### config.mk
export PLATFORM = sky130hd
export DESIGN_NAME = pixel_packer
export DESIGN_NICKNAME = d
export VERILOG_FILES = /design/src/rtl/pixel_packer.sv
export SDC_FILE = /design/constraint.sdc
export NUM_CORES = 1
export LEC_CHECK = 0
export BUFFER_PORTS_ARGS = -buffer_cell sky130_fd_sc_hd__buf_4
export CAP_MARGIN = 25
export CORE_MARGIN = 2
export CORE_UTILIZATION = 25
export CTS_BUF_LIST = sky130_fd_sc_hd__clkbuf_8 sky130_fd_sc_hd__clkbuf_16
export CTS_CLUSTER_SIZE = 20
export DETAILED_ROUTE_END_ITERATION = 8
export GPL_ROUTABILITY_DRIVEN = 0
export PLACE_DENSITY = 0.49
export SYNTH_ARGS = -nofsm -noshare
export SYNTH_HDL_FRONTEND = slang
export SYNTH_SLANG_ARGS = --single-unit
### constraint.sdc
create_clock -name clk -period 1.8 [get_ports clk]
set_clock_uncertainty 0.2 [all_clocks]
set_input_delay 0 -clock clk [delete_from_list [all_inputs] [get_ports clk]]
set_output_delay 0 -clock clk [all_outputs]
set_load 0.01 [all_outputs]
### src/rtl/pixel_packer.sv
// pixel_packer
//   Packs a stream of 8-bit pixels into 32-bit little-endian words (first
//   pixel of a group in [7:0]) and writes them to BRAM port A at
//   incrementing addresses starting from 0 for every frame.
//
//   Optional build feature (macro PIXEL_PACKER_FLUSH_EN):
//     defined   - a frame ending mid-word writes the partial word, with
//                 unused upper lanes filled with PAD_BYTE.
//     undefined - a frame ending mid-word drops the partial word.
//
// Parameters:
//   ADDR_W    BRAM word address width
//   DEPTH     number of writable words (DEPTH <= 2**ADDR_W)
//   PAD_BYTE  fill value for unused lanes of a flushed word
//
// Ports:
//   clk         rising-edge clock
//   rst         synchronous active-high reset
//   start       arms a new frame (honoured only when idle)
//   pix_in      pixel data
//   pix_valid   pix_in valid this cycle
//   pix_last    pix_in is the final pixel of the frame
//   pix_ready   a pixel is accepted this cycle when pix_valid is high
//   dina        BRAM write data (registered)
//   addra       BRAM write address (registered)
//   wea         BRAM write enable, one cycle per word
//   frame_done  one-cycle end-of-frame pulse
//   overflow    sticky: memory filled before pix_last
//   word_count  words written in the current frame
module pixel_packer #(
    parameter int unsigned ADDR_W   = 14,
    parameter int unsigned DEPTH    = 16384,
    parameter logic [7:0]  PAD_BYTE = 8'h00
) (
    input  logic              clk,
    input  logic              rst,
    input  logic              start,
    input  logic [7:0]        pix_in,
    input  logic              pix_valid,
    input  logic              pix_last,
    output logic              pix_ready,
    output logic [31:0]       dina,
    output logic [ADDR_W-1:0] addra,
    output logic              wea,
    output logic              frame_done,
    output logic              overflow,
    output logic [ADDR_W:0]   word_count
);

    typedef enum logic [1:0] {
        S_IDLE,
        S_FILL,
        S_DONE
    } state_e;

    localparam logic [ADDR_W-1:0] LAST_ADDR = ADDR_W'(DEPTH - 1);

    state_e              state_q, state_d;
    logic [1:0]          lane_q, lane_d;
    logic [7:0]          l0_q, l0_d;
    logic [7:0]          l1_q, l1_d;
    logic [7:0]          l2_q, l2_d;
    logic [ADDR_W-1:0]   addr_q, addr_d;
    logic [ADDR_W:0]     wc_q, wc_d;
    logic                ovf_q, ovf_d;
    logic [31:0]         dina_q, dina_d;
    logic [ADDR_W-1:0]   addra_q, addra_d;
    logic                wea_q, wea_d;

    always_ff @(posedge clk) begin
        if (rst) begin
            state_q <= S_IDLE;
            lane_q  <= '0;
            l0_q    <= '0;
            l1_q    <= '0;
            l2_q    <= '0;
            addr_q  <= '0;
            wc_q    <= '0;
            ovf_q   <= 1'b0;
            dina_q  <= '0;
            addra_q <= '0;
            wea_q   <= 1'b0;
        end else begin
            state_q <= state_d;
            lane_q  <= lane_d;
            l0_q    <= l0_d;
            l1_q    <= l1_d;
            l2_q    <= l2_d;
            addr_q  <= addr_d;
            wc_q    <= wc_d;
            ovf_q   <= ovf_d;
            dina_q  <= dina_d;
            addra_q <= addra_d;
            wea_q   <= wea_d;
        end
    end

    always_comb begin
        state_d = state_q;
        lane_d  = lane_q;
        l0_d    = l0_q;
        l1_d    = l1_q;
        l2_d    = l2_q;
        addr_d  = addr_q;
        wc_d    = wc_q;
        ovf_d   = ovf_q;
        dina_d  = dina_q;
        addra_d = addra_q;
        wea_d   = 1'b0;

        case (state_q)
            S_IDLE: begin
                if (start) begin
                    state_d = S_FILL;
                    lane_d  = '0;
                    addr_d  = '0;
                    wc_d    = '0;
                    ovf_d   = 1'b0;
                end
            end

            S_FILL: begin
                if (pix_valid) begin
                    if (lane_q == 2'd3) begin
                        // Lane-3 pixel completes the word directly from the
                        // input, so only lanes 0..2 need storage.
                        wea_d   = 1'b1;
                        dina_d  = {pix_in, l2_q, l1_q, l0_q};
                        addra_d = addr_q;
                        addr_d  = addr_q + ADDR_W'(1);
                        wc_d    = wc_q + (ADDR_W + 1)'(1);
                        lane_d  = '0;
                        if (pix_last) begin
                            state_d = S_DONE;
                        end else if (addr_q == LAST_ADDR) begin
                            state_d = S_DONE;
                            ovf_d   = 1'b1;
                        end
                    end else begin
                        case (lane_q)
                            2'd0:    l0_d = pix_in;
                            2'd1:    l1_d = pix_in;
                            default: l2_d = pix_in;
                        endcase
                        lane_d = lane_q + 2'd1;
                        if (pix_last) begin
`ifdef PIXEL_PACKER_FLUSH_EN
                            wea_d   = 1'b1;
                            addra_d = addr_q;
                            addr_d  = addr_q + ADDR_W'(1);
                            wc_d    = wc_q + (ADDR_W + 1)'(1);
                            case (lane_q)
                                2'd0:    dina_d = {PAD_BYTE, PAD_BYTE, PAD_BYTE, pix_in};
                                2'd1:    dina_d = {PAD_BYTE, PAD_BYTE, pix_in, l0_q};
                                default: dina_d = {PAD_BYTE, pix_in, l1_q, l0_q};
                            endcase
`else
                            // Partial word is dropped: no write.
`endif
                            lane_d  = '0;
                            state_d = S_DONE;
                        end
                    end
                end
            end

            S_DONE: begin
                state_d = S_IDLE;
            end

            default: begin
                state_d = S_IDLE;
            end
        endcase
    end

    assign pix_ready  = (state_q == S_FILL);
    assign frame_done = (state_q == S_DONE);
    assign overflow   = ovf_q;
    assign word_count = wc_q;
    assign dina       = dina_q;
    assign addra      = addra_q;
    assign wea        = wea_q;

endmodule

# [Word level (Yosys, flattened, before mapping)]
# Cells that the tools add are included.
[word_totals] ff_bits=105 word_cells=70 input_bits=13 output_inout_bits=65
[op_classes] n_addsub=3 muxes=27 bitwise_logic=4 n_eq_ne=12 reduce_logical=13
[op_table] op="15-bit two-way mux" count=3
[op_table] op="14-bit two-way mux" count=3
[op_table] op="15-bit case mux with 2 select lines" count=1
[op_table] op="14-bit case mux with 2 select lines" count=1
[op_table] op="2-bit two-way mux" count=10
[op_table] op="4-bit AND reduction" count=5
[op_table] op="15-bit by 1-bit adder with 15-bit output, second input constant" count=1
[op_table] op="14-bit by 1-bit adder with 14-bit output, second input constant" count=1
[op_table] op="14-bit equality test, second input constant" count=1
[op_table] op="2-bit case mux with 2 select lines" count=2
[op_table] op="1-bit two-way mux" count=6
[op_table] op="2-bit != test, second input constant" count=3
[op_table] op="3-bit by 2-bit != test with 1-bit output, second input constant" count=2
[op_table] op="3-bit AND reduction" count=2
[op_table] op="6-bit AND reduction" count=1
[op_table] op="2-bit by 1-bit equality test with 1-bit output, second input constant" count=2
[op_table] op="2-bit equality test, second input constant" count=2
[op_table] op="2-bit logical NOT" count=2
[op_table] op="2-bit by 1-bit != test with 1-bit output, second input constant" count=2
[op_table] op="1-bit NOT" count=4
[op_table] op="3-bit OR reduction" count=1
[op_table] op="2-bit by 1-bit adder with 2-bit output, second input constant" count=1
[op_table] op="1-bit case mux with 2 select lines" count=1
[op_table] op="2-bit nonzero test" count=1
[op_table] op="2-bit OR reduction" count=1

# [Depth between registers and ports, before layout]
[depth] ltp_word=6 ltp_mapped=7 ltp_nobuf=5

# [Worst setup path before layout]
# OpenSTA, ideal clock, no wires.
[synth_path] kind="register to register" from="register state_q[1]" to="register wc_q[11] (netlist: word_count[11])" path_stages_with_launch=6 period_less_slack_ns=1.945 t_arrival_ns=1.675 n_path_buf=1 slack_ns=-0.145 setup_ns=0.070 path_cell_list="dfxtp_1 buf_6 or3b_4 a21o_4 or4_1 a21oi_1"
[synth_between] elab_chain_cells=3
[synth_rtl] element="start: declaration" line="58" source="state_e state_q, state_d;"
[synth_rtl] element="start signal: assignment" line="84" source="state_q <= state_d;"
[synth_rtl] element="2-bit by 1-bit equality test with 1-bit output / 2-bit logical NOT (equally long branches)" line="111" source="case (state_q)"
[synth_rtl] element="2-bit by 1-bit != test with 1-bit output (no source line), or another cell as far along"
[synth_rtl] element="4-bit AND reduction (no source line)"
[synth_rtl] element="end signal: assignment" line="90" source="wc_q <= wc_d;"
[synth_rtl] element="end: declaration" line="64" source="logic [ADDR_W:0] wc_q, wc_d;"
# Several ways; a longest one is shown, not always the timed one.
# A chain may end at the register's enable or synchronous reset.

# [Final worst setup path]
[layout_path] from="register lane_q[1]" to="register wc_q[8] (netlist: word_count[8])"
[layout_between] elab_chain_cells=3
[layout_rtl] element="start: declaration" line="59" source="logic [1:0] lane_q, lane_d;"
[layout_rtl] element="start signal: assignment" line="85" source="lane_q <= lane_d;"
[layout_rtl] element="2-bit equality test" line="124" source="if (lane_q == 2'd3) begin"
[layout_rtl] element="2-bit by 1-bit != test with 1-bit output (no source line)"
[layout_rtl] element="4-bit AND reduction (no source line)"
# Every way passes these cells.

==> metrics <==
Worst Setup Slack, final -0.1221 ns; final core utilization 38.13%; Avg Cell Area, Syn 8.181 um2; total number of H-tree levels 3; non-filler cells in the finished layout 855; Antenna Nets Post-Route 0; DRC violation count after routing 0; maximum operating frequency 520.3 MHz; GR Overflow Total 0; total detailed-routing wirelength 11860 um; type of destination of the critical path register; maximum clock insertion buffer count 2; classification of the worst setup path reg -> reg; Final setup viols 31; DIE HEIGHT 132.6 um; Ports 78; total instance count after detailed placement 815; syn_nets 524; Hold WC Path Type in -> reg; antenna cell count 0; buffer type at the clock tree root clkbuf_16; max-cap violations 0; routed wire length per instance 13.87 um; count of yosys warnings during synthesis 0; CORE AREA 16000 um2; netlist area before placement 4131 um2; site row count 46; starting utilization of the core area 25.82%; global-route wire length before repair 18640 um; VDD IR max 0.4678 mV; required time of the critical path 1.89 ns; dominant register cell in the synthesized netlist dfxtp_1; first drt pass iteration count 4; detail-routed via count per cell 4.601; delay of the slowest cell on the worst path 0.36 ns; pin count of the biggest net entering global routing 67; kind of launch point of the worst setup path register; initial DRC count 236; maximum fanout along the worst path 6; clock latency on the worst-skew pair 0.36 ns; total half-perimeter wirelength after legalization and detailed placement 7972 um; Tmin final 1.922 ns; unrepaired setup endpoints after global routing yes; outcome complete, but fails checks; cell type with the largest total area after synthesis dfxtp_1; number of global-route vias before repair 3720; final count of hold timing violations 0; Area Overhead vs Synth 47.67%; count of nets after finishing 653; synthesized flop and latch total 105; Period Utilization, post-route 106.8%; TritonCTS clock tree built; initial antenna violation count 0; measured slew at the worst slew-check pin 0.7727 ns; number of clock sinks seen by CTS 105; Final Slew Violations 0; worst reg2reg setup slack -0.12 ns; Arr. time, crit path 2.02 ns; failing checks negative setup slack; fraction of the yosys area taken by sequential cells 50.88%; fraction of synthesized cell area taken by the top area cell type 50.88%; Slew HR 48.49%; width of the die 132.6 um; fraction of synthesis flops using an asynchronous set or reset pin 0%; overall via count from detail_route 3934; static leakage 2.260 nW; placement-stage cell area 5281 um2; final instance area 6101 um2; number of enable-type register cells in the synthesized netlist 0; fraction of final layout cells sized beyond drive strength 1 33.65%; Worst path most repeated cell buf_6; clock buffers created by TritonCTS 9; series of cell instances along the critical path ha_4 > and4b_2 > buf_6 > o211ai_4 > buf_6 > or3_1 > a21oi_1; Design Power 4.568 mW; cell types with the largest area share after synthesis dfxtp_1 (51%), nand2_1 (13%), a21oi_1 (11%); number of buffers added on ports 77; clock transition at the registers of the reported paths 0.07 ns; power density of the placed cells 748.8 nW/um2; count of different cell masters after synthesis 40; Total Die Area 17570 um2; Syn Inst Count 505; overall fraction of global-route tracks in use 13.19%; CP max-delay cell dfxtp_2; worst slack at placement -0.1476 ns
## sequential cells by signal (all words and copies together), names as in the netlist, 8 cells and up
name and flops:
l1_q 8, l2_q 8, addr_q 14, l0_q 8, dina 32, word_count 15
addra 14
## per-layer routing
| metal | track usage (%) | vias to the layer above | routed length (um) |
|---|---|---|---|
| met5 | 0 | - | 0 |
| met3 | 2.912 | 20 | 406 |
| met4 | 5.795 | 0 | 228 |
| li1 | - | 2000 | - |
| met2 | 20.73 | 68 | 5665 |
| met1 | 17.39 | 1846 | 5561 |
## logic make-up after synthesis
logic type | after synthesis | synth area share (%)
multiplexers | 2 | 0.4846
flip-flops | 105 | 50.88
XOR/XNOR | 9 | 1.908
adder cells (fa/ha/maj) | 6 | 1.817
buffers and inverters | 37 | 3.695
AO/OA/AOI/OAI | 119 | 16.02
AND/OR/NAND/NOR | 227 | 25.20
## power by group
part	internal [mW]	total, mW	switching [mW]
registers	2.34	2.35	0.0157
logic	0.146	0.308	0.162
clock network	0.989	1.91	0.919
total	3.47	4.57	1.10
## timing repair
action	CTS	global route
cloned	0	1
endpoints found under the setup margin	34	72
hold buffers	12	0
endpoints found under the hold margin	45	0
gates resized for setup	12	69
pin swaps	12	30
buffers inserted	5	6
## layout make-up
type,count,area (um2)
Multi-Input combinational cell,363,2145
Clock inverter,6,46.29
Fill cell,1696,9899
Sequential cell,105,2110
Inverter,3,11.26
Tap cell,216,270.3
Timing Repair Buffer,152,1280
Clock buffer,10,239.0
## cell usage in the layout (no fill, tap or decap), types with 10 or more instances in the layout
cell / netlist / routed
nand2_1: 141 / 124
nor2_1: 16 / 16
o21ai_0: 11 / 10
dfxtp_1: 105 / 101
clkbuf_16: 0 / 10
nand3_1: 28 / 27
a21oi_2: 0 / 19
dlygate4sd3_1: 0 / 12
a21oi_1: 87 / 68
buf_4: 1 / 125
## worst max-delay path: cells and delay by family (launching register included)
kind / cells / cell delay, ns
fa+ha+maj: 1 / 0.14
buf+inv: 2 / 0.27
compound gates: 2 / 0.24
flops: 1 / 0.36
simple gates: 2 / 0.65
## final timing paths
| path | from | to | cells past startpoint |
|---|---|---|---|
| max | lane_q[1] | word_count[8] | 7 |
| min | start | word_count[5] | 5 |
| max reg2reg | lane_q[1] | word_count[8] | 7 |
| min reg2reg | l2_q[6] | dina[22] | 2 |
## synthesized netlist by cell type (3+ instances only)
library cell and count:
nand2_1 141, dfxtp_1 105, a21oi_1 87, nand3_1 28, clkbuf_1 25, nor2_1 16
o21ai_0 11, or4_1 11, o31ai_1 7, and3_1 6, ha_1 6, or3_1 6
xor2_1 6, buf_1 5, nand4_1 5, o211ai_1 5, inv_1 3, xnor2_1 3
## per-stage QoR
stage          hold slack, ns  TNS (ns)
2_1_floorplan        -0.09890   -0.2948
3_3_place_gp          0.01774   -0.8534
3_5_place_dp          0.01668    -1.464
4_1_cts                0.1121   -0.9146
5_1_grt                0.1596    -4.282
6_report               0.1221    -2.525
Note: power is estimated with default switching activity, not from simulation.
